## config.mk

```make
export PLATFORM = sky130hd
export DESIGN_NAME = keypad_scanner
export DESIGN_NICKNAME = d
export VERILOG_FILES = /design/src/rtl/keypad_pkg.sv /design/src/rtl/keypad_sync.sv /design/src/rtl/keypad_scanner.sv
export SDC_FILE = /design/constraint.sdc
export NUM_CORES = 1
export LEC_CHECK = 0
export CAP_MARGIN = 20
export CORE_MARGIN = 2
export CORE_UTILIZATION = 50
export DETAILED_ROUTE_END_ITERATION = 7
export PLACE_DENSITY = 0.77
export SLEW_MARGIN = 20
export SYNTH_ARGS = -nofsm -noshare
export SYNTH_HDL_FRONTEND = slang
export SYNTH_SLANG_ARGS = --single-unit
```

## constraint.sdc

```tcl
create_clock -name clk -period 3.9 [get_ports clk]
set_input_delay 0.585 -clock clk [delete_from_list [all_inputs] [get_ports clk]]
set_output_delay 0.585 -clock clk [all_outputs]
set_load 0.05 [all_outputs]
```

## src/rtl/keypad_pkg.sv

```systemverilog
// Shared types and the row/column to key-code map for the 4x3 keypad scanner.
package keypad_pkg;
  typedef enum logic [1:0] {SCAN, DEBOUNCE, PRESSED, RELEASE} state_t;

  localparam int         NUM_ROWS = 4;
  localparam int         NUM_COLS = 3;
  localparam logic [3:0] KEY_STAR = 4'd10;
  localparam logic [3:0] KEY_HASH = 4'd11;

  // Rows 0-2 hold digits 1-9 in reading order; row 3 is '*', '0', '#'.
  function automatic logic [3:0] key_map(input logic [1:0] row, input logic [1:0] col);
    logic [3:0] code;
    code = 4'd0;
    if (row == 2'd3) begin
      case (col)
        2'd0:    code = KEY_STAR;
        2'd1:    code = 4'd0;
        default: code = KEY_HASH;
      endcase
    end else begin
      code = {2'b00, row} * 4'd3 + {2'b00, col} + 4'd1;
    end
    return code;
  endfunction
endpackage

```

## src/rtl/keypad_sync.sv

```systemverilog
// Two-flop synchroniser for the idle-high keypad rows; resets to the idle level.
module keypad_sync #(
  parameter int W = 4
) (
  input  logic         clk,
  input  logic         rst,
  input  logic [W-1:0] d,
  output logic [W-1:0] q
);
  logic [W-1:0] meta;

  always_ff @(posedge clk or posedge rst) begin
    if (rst) begin
      meta <= '1;
      q    <= '1;
    end else begin
      meta <= d;
      q    <= meta;
    end
  end
endmodule

```

## src/rtl/keypad_scanner.sv

```systemverilog
// 4x3 keypad scanner: column scan, row debounce, one press event per key press.
// Optional auto-repeat while a key is held: define KEYPAD_REPEAT_EN.
module keypad_scanner
  import keypad_pkg::*;
#(
  parameter int SCAN_DIV     = 4,
  parameter int DEBOUNCE_CNT = 20,
  parameter int REPEAT_DELAY = 500,
  parameter int REPEAT_RATE  = 200
) (
  input  logic       clk,
  input  logic       rst,
  input  logic [3:0] key_row,
  output logic [2:0] key_col,
  output logic [3:0] key_code,
  output logic       key_valid,
  output logic [9:0] key_onehot,
  output logic       key_held
);
  localparam int DW = $clog2(SCAN_DIV);
  localparam int BW = $clog2(DEBOUNCE_CNT);
  localparam logic [DW-1:0] DWELL_LAST = DW'(SCAN_DIV - 1);
  localparam logic [BW-1:0] DEB_LAST   = BW'(DEBOUNCE_CNT - 1);

  if (SCAN_DIV < 3 || DEBOUNCE_CNT < 2 || REPEAT_DELAY < 1 || REPEAT_RATE < 1) begin : g_param_check
    $error("keypad_scanner: invalid parameter values");
  end

  state_t        state;
  logic [3:0]    rs;
  logic [1:0]    col_idx, next_col, cand_row, cand_col, low_row;
  logic [DW-1:0] dwell;
  logic [BW-1:0] deb_cnt;
  logic [3:0]    cand_code;
  logic [9:0]    cand_onehot;

  keypad_sync #(.W(NUM_ROWS)) u_sync (.clk(clk), .rst(rst), .d(key_row), .q(rs));

  always_comb begin
    low_row = 2'd0;
    for (int r = NUM_ROWS - 1; r >= 0; r--)
      if (!rs[r]) low_row = 2'(r);
  end

  assign next_col    = (col_idx == 2'(NUM_COLS - 1)) ? 2'd0 : col_idx + 2'd1;
  assign cand_code   = key_map(cand_row, cand_col);
  assign cand_onehot = (cand_code <= 4'd9) ? (10'b1 << cand_code) : 10'b0;

`ifdef KEYPAD_REPEAT_EN
  localparam int HW = $clog2((REPEAT_DELAY > REPEAT_RATE ? REPEAT_DELAY : REPEAT_RATE) + 1);
  logic [HW-1:0] hold_cnt;
  logic          repeating;
  logic [HW-1:0] hold_last;
  assign hold_last = repeating ? HW'(REPEAT_RATE - 1) : HW'(REPEAT_DELAY - 1);
`endif

  always_ff @(posedge clk or posedge rst) begin
    if (rst) begin
      state      <= SCAN;
      col_idx    <= 2'd0;
      key_col    <= 3'b110;
      dwell      <= '0;
      deb_cnt    <= '0;
      cand_row   <= 2'd0;
      cand_col   <= 2'd0;
      key_code   <= 4'd0;
      key_valid  <= 1'b0;
      key_onehot <= 10'b0;
      key_held   <= 1'b0;
`ifdef KEYPAD_REPEAT_EN
      hold_cnt   <= '0;
      repeating  <= 1'b0;
`endif
    end else begin
      key_valid <= 1'b0;
      case (state)
        SCAN: begin
          if (dwell == DWELL_LAST) begin
            dwell <= '0;
            if (rs != 4'b1111) begin
              state    <= DEBOUNCE;
              cand_row <= low_row;
              cand_col <= col_idx;
              deb_cnt  <= '0;
            end else begin
              col_idx <= next_col;
              key_col <= ~(3'b001 << next_col);
            end
          end else begin
            dwell <= dwell + 1'b1;
          end
        end
        DEBOUNCE: begin
          if (rs[cand_row]) begin
            state   <= SCAN;
            deb_cnt <= '0;
            col_idx <= next_col;
            key_col <= ~(3'b001 << next_col);
          end else if (deb_cnt == DEB_LAST) begin
            state      <= PRESSED;
            deb_cnt    <= '0;
            key_valid  <= 1'b1;
            key_code   <= cand_code;
            key_onehot <= cand_onehot;
            key_held   <= 1'b1;
          end else begin
            deb_cnt <= deb_cnt + 1'b1;
          end
        end
        PRESSED: begin
          if (rs[cand_row]) begin
            state   <= RELEASE;
            deb_cnt <= '0;
`ifdef KEYPAD_REPEAT_EN
            hold_cnt  <= '0;
            repeating <= 1'b0;
          end else if (hold_cnt == hold_last) begin
            hold_cnt  <= '0;
            repeating <= 1'b1;
            key_valid <= 1'b1;
          end else begin
            hold_cnt <= hold_cnt + 1'b1;
`endif
          end
        end
        RELEASE: begin
          // A low blip returns to PRESSED silently; only a full release rearms the scan.
          if (!rs[cand_row]) begin
            state   <= PRESSED;
            deb_cnt <= '0;
          end else if (deb_cnt == DEB_LAST) begin
            state      <= SCAN;
            deb_cnt    <= '0;
            key_onehot <= 10'b0;
            key_held   <= 1'b0;
            col_idx    <= next_col;
            key_col    <= ~(3'b001 << next_col);
          end else begin
            deb_cnt <= deb_cnt + 1'b1;
          end
        end
        default: state <= SCAN;
      endcase
    end
  end
endmodule
```

-- Word level (Yosys, flattened, before mapping)
Cells that the tools add are included.
- memories: 0
- output and inout port bits: 19
- bits in writable memories: 0
- input port bits: 6
- logic and storage cells: 106
- register bits after elaboration: 42
- latch bits: 0
- bits in read-only memories: 0
- multiplexer cells: 51
- reduce and logical (&&, ||, !) cells: 10
- magnitude comparators: 2
- shift operators: 2
- add/sub/neg operators: 5
- div/mod/pow operators: 0
- eq/ne operators: 20
- multiply operators: 1
- bitwise operators: 2
- operator list (kind ; number):
    10-bit 2-to-1 mux ; 5
    2-bit 2-to-1 mux ; 18
    5-bit 2-to-1 mux ; 6
    10-bit case mux with 2 select lines ; 1
    5-bit case mux with 4 select lines ; 1
    2-bit != test, second input constant ; 9
    3-bit 2-to-1 mux ; 5
    2-bit == test, second input constant ; 5
    5-bit AND reduction ; 2
    1-bit by 4-bit left shift with 10-bit output, first input constant ; 1
    3-bit case mux with 3 select lines ; 1
    3-bit AND reduction ; 3
    1-bit 2-to-1 mux ; 8
    2-bit case mux with 4 select lines ; 1
    4-bit case mux with 2 select lines ; 1
    3-bit != test, second input constant ; 2
    2-bit case mux with 3 select lines ; 1
    6-bit AND reduction ; 1
    5-bit by 1-bit adder with 5-bit output, second input constant ; 1
    5-bit == test, second input constant ; 1
    2-bit by 1-bit adder with 2-bit output, second input constant ; 2
    4-bit by 1-bit adder with 4-bit output, second input constant ; 1
    4-bit by 2-bit adder with 4-bit output ; 1
    2-bit by 1-bit == test with 1-bit output, second input constant ; 2
    13 further kinds ; 14

-- Logic depth before layout (Yosys ltp)
Gate-level depths: netlist of the first run.
- depth in word-level cells: 9
- mapped depth: 8
- depth with buffers taken out: 8

-- Cells and area by module
From an unflattened synthesis of the first run, not the netlist that was laid out.
- cells, all modules: 177
- area total of the unflattened synthesis: 2094.5 µm²
- modules (own cells, without submodules) (module ; area an instance (µm²) ; cells each ; times used):
    keypad_scanner ; 1880.6 ; 168 ; 1
    keypad_sync ; 214.0 ; 9 ; 1

-- Worst setup path after synthesis of the first run
Ideal clock, no wire load.
- path type: reg-to-reg
- start point: register cand_row[0]
- end point: register key_onehot[4]
- buffers on the path: 0
- path slack: 1.494 ns
- stages on the path, launching flop included: 8
- arrival time: 2.327 ns
- setup time: 0.078 ns
- path through: dfrtp_1 -> fa_1 -> inv_1 -> fa_1 -> xor2_1 -> or2_2 -> or3_1 -> o2bb2ai_1
- cells in the longest elaborated chain, start to end: 9
- elaborated cells between the ends (all ways): 16
- those cells by class: 2 x add/sub; 1 x mul; 1 x order compare; 3 x eq/ne; 1 x shift; 7 x mux; 1 x reduce/logical
- ends and longest elaborated chain (element ; RTL line ; RTL):
    from (decl) ; keypad_scanner.sv:31 ; logic [1:0] col_idx, next_col, cand_row, cand_col, low_row;
    from (signal assigned) ; keypad_scanner.sv:82 ; cand_row <= low_row;
    2-bit by 2-bit multiplier with 4-bit output ; keypad_pkg.sv:21 ; code = {2'b00, row} * 4'd3 + {2'b00, col} + 4'd1;
    4-bit by 2-bit adder with 4-bit output ; keypad_pkg.sv:21 ;
    4-bit by 1-bit adder with 4-bit output ; keypad_pkg.sv:21 ;
    4-bit 2-to-1 mux ; keypad_pkg.sv:14 ; if (row == 2'd3) begin
    4-bit less-or-equal comparator / 1-bit by 4-bit left shift with 10-bit output (equally long branches) ; keypad_scanner.sv:47 ; assign cand_onehot = (cand_code <= 4'd9) ? (10'b1 << cand_code) : 10'b0;
    10-bit 2-to-1 mux ; keypad_scanner.sv:47 ;
    10-bit 2-to-1 mux ; keypad_scanner.sv:99 ; end else if (deb_cnt == DEB_LAST) begin
    10-bit 2-to-1 mux ; keypad_scanner.sv:94 ; if (rs[cand_row]) begin
    10-bit case mux with 2 select lines ; keypad_scanner.sv:76 ; case (state)
    to (signal assigned) ; keypad_scanner.sv:104 ; key_onehot <= cand_onehot;
    to (decl) ; keypad_scanner.sv:17 ; output logic [9:0] key_onehot,
Several ways; a longest one is shown, not always the timed one. The select of a mux whose other input is x is not followed.
A chain may end at the register's enable or synchronous reset.

-- Worst setup path in the final report of the first run
- start point: register cand_row[0]
- end point: register key_onehot[5]
The elaborated chain is that of the path after synthesis.

==> results of run 1 <==
-- cells in the final DEF, fill, tap and decap left out, types with 2 or more instances in the layout --
| master | n |
|---|---|
| dfrtp_1 | 32 |
| clkdlybuf4s50_1 | 24 |
| inv_1 | 11 |
| mux2_2 | 10 |
| dfstp_2 | 10 |
| nor2_1 | 8 |
| nand2_1 | 8 |
| o21ai_0 | 7 |
| a32o_1 | 6 |
| ha_1 | 6 |
| nand3_1 | 5 |
| o2bb2ai_1 | 5 |
| clkbuf_8 | 5 |
| a21oi_1 | 4 |
| a22o_1 | 4 |
| mux2i_1 | 4 |
| xnor2_1 | 2 |
| and3b_1 | 2 |
| nor2b_1 | 2 |
| a21o_1 | 2 |
| or2_2 | 2 |
| a211oi_1 | 2 |
| and2_1 | 2 |
| or3_1 | 2 |
| o21a_1 | 2 |
| fa_1 | 2 |
-- critical path, cell delays in order, from the launching register on --
cell       delay, ps
dfrtp_1          450
fa_1             570
inv_1             60
fa_1             400
xor2_1           200
or2_2            320
or3_1            320
o2bb2ai_1        120
-- metal layers --
| layer | GRT usage | share of wire | wire length, um | vias to the layer above |
|---|---|---|---|---|
| met2 | 0.3188 | 0.52 | 1773 | 31 |
| met4 | 0.05357 | 0 | 0 | 0 |
| li1 | - | - | - | 622 |
| met5 | 0 | 0 | 0 | - |
| met3 | 0.05451 | 0.044 | 149 | 0 |
| met1 | 0.2144 | 0.43 | 1471 | 659 |
-- sequential cells by signal, indices dropped and copies added, names as in the netlist, 3 cells and up, named ones only --
register,flops
u_sync.q,4
key_onehot,10
key_code,4
key_col,3
deb_cnt,5
u_sync.meta,4
-- path summary, 6_finish.rpt --
| check | start | cells after the start | to | slack (ps) |
|---|---|---|---|---|
| worst max register to register | cand_row[0] | 7 | key_onehot[5] | 1380 |
| min in group asynchronous | rst | 2 | state[0] | 690 |
| worst min register to register | u_sync.meta[1] | 0 | u_sync.q[1] | 360 |
| max in group asynchronous | rst | 3 | u_sync.meta[3] | 2390 |
| worst min-delay path | u_sync.meta[1] | 0 | u_sync.q[1] | 360 |
| worst max-delay path | cand_row[0] | 7 | key_onehot[5] | 1380 |
-- through the flow --
| step | util | area (um^2) | setup slack, ps |
|---|---|---|---|
| after detailed placement | 0.6048 | 2231 | 1389 |
| after floorplan | - | 1934 | 1494 |
| after CTS | 0.6347 | 2341 | 1363 |
| after global placement | 0.6048 | 2231 | 1446 |
| after global routing | 0.6347 | 2341 | 1263 |
| final | 0.6347 | 2341 | 1381 |
-- power by group --
group / total [mW] / internal [mW] / switching (mW)
combinational: 0.630 / 0.261 / 0.369
clock: 0.332 / 0.191 / 0.141
sequential: 0.592 / 0.520 / 0.0724
total: 1.55 / 0.971 / 0.582
-- kinds of logic (layout without fill, tap and decap cells) --
family / Yosys count / after routing / share of synthesized area
adder cells (fa/ha/maj): 8 / 8 / 0.05951
multiplexers: 15 / 15 / 0.09056
AND/OR/NAND/NOR: 41 / 41 / 0.1268
flip-flops: 42 / 42 / 0.5498
buffers and inverters: 14 / 44 / 0.02717
XOR/XNOR: 3 / 3 / 0.01359
AO/OA/AOI/OAI: 34 / 34 / 0.1326
-- cell type report --
cell class	instances	area, um^2
fill	307	1348
clock inverter	2	37.54
tap	48	60.06
timing repair buffer	25	247.7
multi-input combinational	101	818.3
clock buffer	6	72.57
inverter	11	41.29
sequential	42	1064
==> metrics.txt, run 1 <==
Fmax achieved=396.9 MHz; Seq cells post-synth=42; WHS=358.2 ps; drc violations=0; Main synth FF type=dfrtp_1; largest net degree at the start of global routing=25; Net count, final=200; chip width=66.20 um; Avg Synthesized Cell Area=12.32 um^2; top-count cell post-synth=dfrtp_1; GRT Overall Usage=0.1820; Tmin final=2519 ps; Final Hold Vio Count=0; cells after synthesis=157; via count=1,312; initial DRC count=44; clk_lat worst skew=290 ps; pwr dens=663.7 nW/um^2; leak pwr=1.029 nW; Ys Warns=0; Max Cap Viol=0; CTS tree=done; DP HPWL=2.544 mm; final WL=3.394 mm; drt wl/cell=14.44 um; clk sink count=42; number of global-route vias before repair=1,359; synthesized area=1934 um^2; most common library cells after synthesis=dfrtp_1 (32), inv_1 (11), dfstp_2 (10), mux2_2 (10); vias per inst=5.583; GRT Residual Overflow=0; CTS max path bufs=2; Worst-path clk slew=80 ps; TNS Setup=0 ps; async set or reset register ratio after synthesis=1.000; Post-Layout Cell Count=235; initial antenna violation count=0; Antenna Nets Post-Route=0; first-pass GRT wire length=6.030 mm; Core ar.=3689 um^2; Worst-Margin Slew=680.2 ps; Worst Hold Class=register to register; post-synth top area share=0.4140; maximum fanout along the worst path=5; DR pass1 iterations=4; synth unique cells=39; Peak VDD IR=0.5100 mV; # setup viols final=0; dpl cells=227; row count=22; Inserted Diodes=0; Worst EP arrival=2740 ps; relative slew slack=0.5460; Post-synth EDFFs=0; Initial Util=0.5244; # resized after CTS=0; Fin Clk Skew=9.226 ps; PortBufs=24; WS Path Type=register to register; period utilization=0.6460; outcome=finished clean; TritonCTS buffer count=5; RSZ-0062 raised after global routing=no; routability congestion estimate=0.8093; # Post-CTS Setup Buffers=0; Area contributors post-synth=dfrtp_1 (41%), dfstp_2 (14%), mux2_2 (5.8%), ha_1 (3.9%), a32o_1 (3.1%); CP Data Required Time=4120 ps; Yosys top cell by area=dfrtp_1; Area Growth Syn to Fin=21.02%; syn_nets=171; Slew Viols, Final=0; # IOs=25; CP Capture Type=register; register area share after synthesis=0.5498; # hold bufs at CTS=0; CTS Root Cell=clkbuf_8; Critical Path Start Type=register; Die H=66.20 um; Design Power=1.554 mW; CTS H-Tree Depth=2; share of layout cells above drive strength 1=0.1818; die area=4382 um^2
(Power assumes the default switching activity.)
==> run 2: changes to the inputs <==
--- a/config.mk
+++ b/config.mk
@@ -7,9 +7,9 @@
 export LEC_CHECK = 0
 export CAP_MARGIN = 20
 export CORE_MARGIN = 2
-export CORE_UTILIZATION = 50
+export CORE_UTILIZATION = 49
 export DETAILED_ROUTE_END_ITERATION = 7
-export PLACE_DENSITY = 0.77
+export PLACE_DENSITY = 0.79
 export SLEW_MARGIN = 20
 export SYNTH_ARGS = -nofsm -noshare
 export SYNTH_HDL_FRONTEND = slang
==> constraint.sdc (replaced) <==
create_clock -name clk -period 2.3 [get_ports clk]
set_input_delay 0.345 -clock clk [delete_from_list [all_inputs] [get_ports clk]]
set_output_delay 0.345 -clock clk [all_outputs]
set_load 0.05 [all_outputs]
==> run 2 against run 1 <==
Compared with the run above: the run now ends with negative setup slack left; count of clock-buffer cells in the layout up 2; sequential share of layout area down 1.7 points; clock skew up 2.7 ps; global-route usage up 0.67 points; via count about the same; critical path depth unchanged; fmax up 7.5%.
==> metrics.txt, run 2 (synthesis gave the netlist of run 1 again) <==
chip width=66.83 um (+0.95%); pwr dens=1213 nW/um^2 (+83%); Critical Path Start Type=register; DR pass1 iterations=4 (unchanged); Worst EP arrival=2580 ps (-160 ps); initial DRC count=67 (+52%); Worst-Margin Slew=529.6 ps (-150.5 ps); Net count, final=208 (+4.0%); CP Capture Type=register; WS Path Type=register to register; Final Hold Vio Count=0 (unchanged); number of global-route vias before repair=1,411 (+3.8%); CTS H-Tree Depth=2 (unchanged); met2 wire length=1.787 mm (+0.79%); vias per inst=5.403 (-3.2%); maximum fanout along the worst path=3 (-2); Post-Layout Cell Count=243 (+3.4%); dpl cells=231 (+1.8%); PortBufs=24 (unchanged); met1 WL=1.547 mm (+5.2%); most common cell after layout, fill and taps aside=dfrtp_1; DP HPWL=2.570 mm (+1.0%); Core ar.=3716 um^2 (+0.75%); initial antenna violation count=0 (unchanged); via count=1,313 (+0.076%); drc violations=0 (unchanged); TNS Setup=-162.0 ps (-162.0 ps); final WL=3.555 mm (+4.7%); relative slew slack=0.6469 (+0.1009); Fin Clk Skew=11.89 ps (+2.664 ps); CTS Root Cell=clkbuf_8; WP buf/inv=1 (unchanged); delay-heaviest family, CP=adder cells; highest-count cells in the layout ignoring fill and taps=dfrtp_1 (32), clkdlybuf4s50_1 (24), inv_1 (10), mux2_2 (10), dfstp_2 (10); # IOs=25 (unchanged); largest net degree at the start of global routing=43 (+72%); routability congestion estimate=0.8053 (-0.49%); CP Data Required Time=2540 ps (-1580 ps); Highest Signal Layer=met4; Design Power=2.949 mW (+90%); outcome=finished, violations left; slowest stage cell, crit path=fa_1; row count=22 (unchanged); clk_lat worst skew=300 ps (about the same); RSZ-0062 raised after global routing=yes; GRT Overall Usage=0.1887 (+0.006708); max incr delay on CP=600 ps (+30 ps); leak pwr=1.074 nW (+4.4%); CTS tree=done; failing checks=negative setup slack; Fmax achieved=426.6 MHz (+7.5%); GRT Residual Overflow=0 (unchanged); Slew Viols, Final=0 (unchanged); Worst Hold Class=register to register; Area Growth Syn to Fin=25.68%; TritonCTS buffer count=5 (unchanged); largest registers=key_onehot (10), deb_cnt (5); Peak VDD IR=0.8070 mV (+58%); wire length on met3=156 um (+4.7%); Filler cells=310 (+0.98%); share of layout cells above drive strength 1=0.2513 (+0.06946); FF-to-FF setup slack=-40 ps (-1420 ps); crit-path cells=fa_1, inv_2, fa_2, xor2_2, or2_4, or3_1, o2bb2ai_2; Worst-path clk slew=80 ps (about the same); first-pass GRT wire length=6.265 mm (+3.9%); CTS max path bufs=2 (unchanged); Max Cap Viol=0 (unchanged); Inserted Diodes=0 (unchanged); clk sink count=42 (unchanged); Antenna Nets Post-Route=0 (unchanged); Tmin final=2344 ps (-175.3 ps); period utilization=1.019 (+0.3731); pre-CTS WS=-91.23 ps (-1480 ps); # setup viols final=5 (+5); Largest Register=key_onehot; drt wl/cell=14.63 um (+1.3%); die area=4466 um^2 (+1.9%); max reg flops=10 (unchanged); PnR worst setup slack=-44.00 ps (-1425 ps); Die H=66.83 um (+0.95%); Initial Util=0.5205 (-0.003885)
## run 2: worst paths after layout
| path | endpoint | cells after the start | startpoint |
|---|---|---|---|
| worst max register to register | key_onehot[5] | 7 | cand_col[1] |
| worst max-delay path | key_onehot[5] | 7 | cand_col[1] |
| min in group asynchronous | asynchronous set/reset pin | 3 | rst |
| max in group asynchronous | key_col[1] | 3 | rst |
| worst min register to register | u_sync.q[1] | 0 | u_sync.meta[1] |
| worst min-delay path | u_sync.q[1] | 0 | u_sync.meta[1] |
## run 2: final cells by class
| class | count | area [um^2] | area share |
|---|---|---|---|
| inverters | 11 | 41.29 | 0.01698 |
| well taps | 48 | 60.06 | 0.02470 |
| clock buffers | 8 | 80.08 | 0.03294 |
| multi-input cells | 101 | 874.6 | 0.3598 |
| flip-flops and latches | 42 | 1064 | 0.4375 |
| repair buffers | 33 | 311.5 | 0.1282 |
## run 2: timing repair
action                     CTS  global route
gates resized for setup      9             4
pin swaps                    9            11
setup buffers                4             0
cloned                       0             0
setup endpoints to repair    8            10
hold buffers                 0             0
## run 2: metal layers
metal  vias to the layer above  global-route usage
met5                         -                   0
met1                       636              0.2257
met4                         0             0.07908
li1                        642                   -
met2                        29              0.3163
met3                         6             0.05574
## run 2: worst register-to-register path, stage by stage, from the launching register on
cell and delay [ps]:
dfrtp_1 410, fa_1 600, inv_2 50, fa_2 340, xor2_2 150, or2_4 240
or3_1 360, o2bb2ai_2 140
## run 2: power breakdown
| group | internal, mW | total (mW) | switching [mW] |
|---|---|---|---|
| logic | 0.736 | 1.51 | 0.776 |
| clock network | 0.216 | 0.455 | 0.239 |
| registers | 0.882 | 0.982 | 0.101 |
| total | 1.83 | 2.95 | 1.12 |
## run 2: stage by stage
| stage | area, um^2 | hold slack (ps) | utilization |
|---|---|---|---|
| detailed placement | 2263 | 346.8 | 0.6091 |
| floorplan | 1937 | 345.2 | - |
| finish | 2431 | 355.8 | 0.6542 |
| CTS | 2410 | 357.3 | 0.6485 |
| global placement | 2263 | 345.9 | 0.6091 |
| global route | 2431 | 360.8 | 0.6542 |
==> run 3: changes to the inputs <==
--- a/config.mk
+++ b/config.mk
@@ -7,9 +7,11 @@
 export LEC_CHECK = 0
 export CAP_MARGIN = 20
 export CORE_MARGIN = 2
-export CORE_UTILIZATION = 49
+export CORE_UTILIZATION = 50
+export CTS_CLUSTER_DIAMETER = 150
 export DETAILED_ROUTE_END_ITERATION = 7
-export PLACE_DENSITY = 0.79
+export DONT_BUFFER_PORTS = 1
+export PLACE_DENSITY = 0.69
 export SLEW_MARGIN = 20
 export SYNTH_ARGS = -nofsm -noshare
 export SYNTH_HDL_FRONTEND = slang
==> constraint.sdc (replaced) <==
create_clock -name clk -period 2.7 [get_ports clk]
set_input_delay 0.405 -clock clk [delete_from_list [all_inputs] [get_ports clk]]
set_output_delay 0.405 -clock clk [all_outputs]
set_load 0.05 [all_outputs]
==> run 3 against run 2 <==
Compared with the run above: the run now ends clean; sequential power down 5.2%; critical path depth unchanged; worst setup slack gained 210 ps; clock power shrank 9.0%; sequential cell count stayed put; largest power group is now sequential cells; register-to-register slack better by 210 ps; fmax shrank 7.4%; global-route usage shrank 1.4 points; cell area shrank 14%; core utilization decreased by 9.0 points; via count is 8.0% lower.
==> metrics.txt, run 3 (synthesis gave the netlist of run 1 again) <==
maximum fanout along the worst path=5 (+2); Fmax achieved=395.0 MHz (-7.4%); Fin Clk Skew=7.292 ps (-4.597 ps); vias per inst=5.725 (+6.0%); relative slew slack=0.5468 (-0.1001); first-pass GRT wire length=5.644 mm (-9.9%); row count=22 (unchanged); TNS Setup=0 ps (+162.0 ps); # IOs=25 (unchanged); Max Cap Viol=0 (unchanged); Final Core Density=0.5645 (-0.08976); Worst Hold Class=primary input to asynchronous set/reset pin; Net count, final=176 (-15%); WP buf/inv=1 (unchanged); CTS Root Cell=clkbuf_8; leak pwr=0.9399 nW (-13%); # resized after CTS=0 (-9); initial antenna violation count=0 (unchanged); GRT Residual Overflow=0 (unchanged); pwr dens=1019 nW/um^2 (-16%); outcome=finished clean; DP HPWL=2.334 mm (-9.2%); # setup viols final=0 (-5); largest registers=key_onehot (10), deb_cnt (5); area of the multi-input gates=818.3 um^2 (-6.4%); Switching Fraction=0.3875 (+0.009113); WS Path Type=register to register; sequential share of power=0.439 (+0.106); clk sink count=42 (unchanged); Register Area=1064 um^2 (unchanged); Clk pwr share=0.195 (+0.041); CTS tree=done; Peak VDD IR=0.6822 mV (-15%); switching power=822.2 uW (-26%); drt wl/cell=15.21 um (+4.0%); share of layout cells above drive strength 1=0.2086 (-0.04269); die area=4382 um^2 (-1.9%); chip width=66.20 um (-0.94%); RSZ-0062 raised after global routing=no; max incr delay on CP=580 ps (-20 ps); routability congestion estimate=0.7647 (-5.0%); Initial Util=0.5244 (+0.003885); final WL=3.209 mm (-9.7%); PortBufs=0 (-100%); most frequent CP cell=fa_1; crit-path cells=fa_1, inv_1, fa_1, xor2_1, or2_2, or3_1, o2bb2ai_1; Critical Path Start Type=register; number of global-route vias before repair=1,251 (-11%); Die H=66.20 um (-0.94%); via count=1,208 (-8.0%); initial DRC count=88 (+31%); P_int=1.300 mW (-29%); drc violations=0 (unchanged); CP Capture Type=register; Inserted Diodes=0 (unchanged); # Post-CTS Setup Buffers=0 (-4); delay-heaviest family, CP=adder cells; GRT Overall Usage=0.1742 (-0.01448); Area Growth Syn to Fin=7.633%; Antenna Nets Post-Route=0 (unchanged); CTS max path bufs=2 (unchanged); CP Data Required Time=2930 ps (+390 ps); Largest Register=key_onehot; max reg flops=10 (unchanged); CTS H-Tree Depth=2 (unchanged); clk_lat worst skew=300 ps (about the same); WHS=89.85 ps (-266.0 ps); period utilization=0.9377 (-0.08144); Final Hold Vio Count=0 (unchanged); # hold bufs at CTS=0 (unchanged); highest-count cells in the layout ignoring fill and taps=dfrtp_1 (32), inv_1 (11), mux2_2 (10), dfstp_2 (10); Worst-Margin Slew=679.0 ps (+149.3 ps); Slew Viols, Final=0 (unchanged); largest net degree at the start of global routing=25 (-42%); DR pass1 iterations=4 (unchanged); most common cell after layout, fill and taps aside=dfrtp_1; Core ar.=3689 um^2 (-0.74%); slowest stage cell, crit path=fa_1; Tmin final=2532 ps (+187.8 ps); Worst-path clk slew=80 ps (about the same); Worst EP arrival=2760 ps (+180 ps); Combinational Power Share=0.366 (-0.147); TritonCTS buffer count=5 (unchanged); Filler cells=337 (+8.7%)
run 3: layout make-up:
type	instances	share of cell area
sequential	42	0.5108
multi-input combinational	101	0.3930
clock buffer	7	0.04147
tap	48	0.02885
inverter	11	0.01983
timing repair buffer	1	0.003606
clock inverter	1	0.002404
run 3: path summary, 6_finish.rpt:
kind / end / startpoint / cells past startpoint / slack, ps
setup / recovery: key_onehot[5] / cand_row[0] / 7 / 170
hold / removal: key_onehot[0] / rst / 1 / 90
setup reg to reg: key_onehot[5] / cand_row[0] / 7 / 170
hold reg to reg: u_sync.q[2] / u_sync.meta[2] / 0 / 360
max in group asynchronous: key_col[1] / rst / 2 / 1800
min in group clk: u_sync.meta[1] / key_row[1] / 0 / 100
run 3: metal layers:
layer / vias to the layer above / GRT usage / wire length [um]
met3: 6 / 0.06133 / 175
met5: - / 0 / 0
li1: 574 / - / -
met1: 600 / 0.2113 / 1417
met2: 28 / 0.2750 / 1549
met4: 0 / 0.08418 / 67
run 3: power by group through the flow:
stage	clock [mW]	combinational, mW	sequential [mW]
2_1_floorplan	0	0.651	0.906
3_3_place_gp	0	0.746	0.934
3_5_place_dp	0	0.777	0.943
4_1_cts	0.423	0.784	0.932
5_1_grt	0.452	0.894	0.950
6_report	0.414	0.777	0.931
run 3: per-stage QoR:
| stage | instance area [um^2] | worst slack [ps] | total power [mW] | cells |
|---|---|---|---|---|
| CTS | 2082 | 147.5 | 2.138 | 211 |
| finish | 2082 | 168.2 | 2.122 | 211 |
| detailed placement | 1991 | 163.8 | 1.719 | 203 |
| global placement | 1991 | 240.8 | 1.679 | 203 |
| floorplan | 1934 | 294.3 | 1.557 | 157 |
| global route | 2082 | 23.91 | 2.297 | 211 |
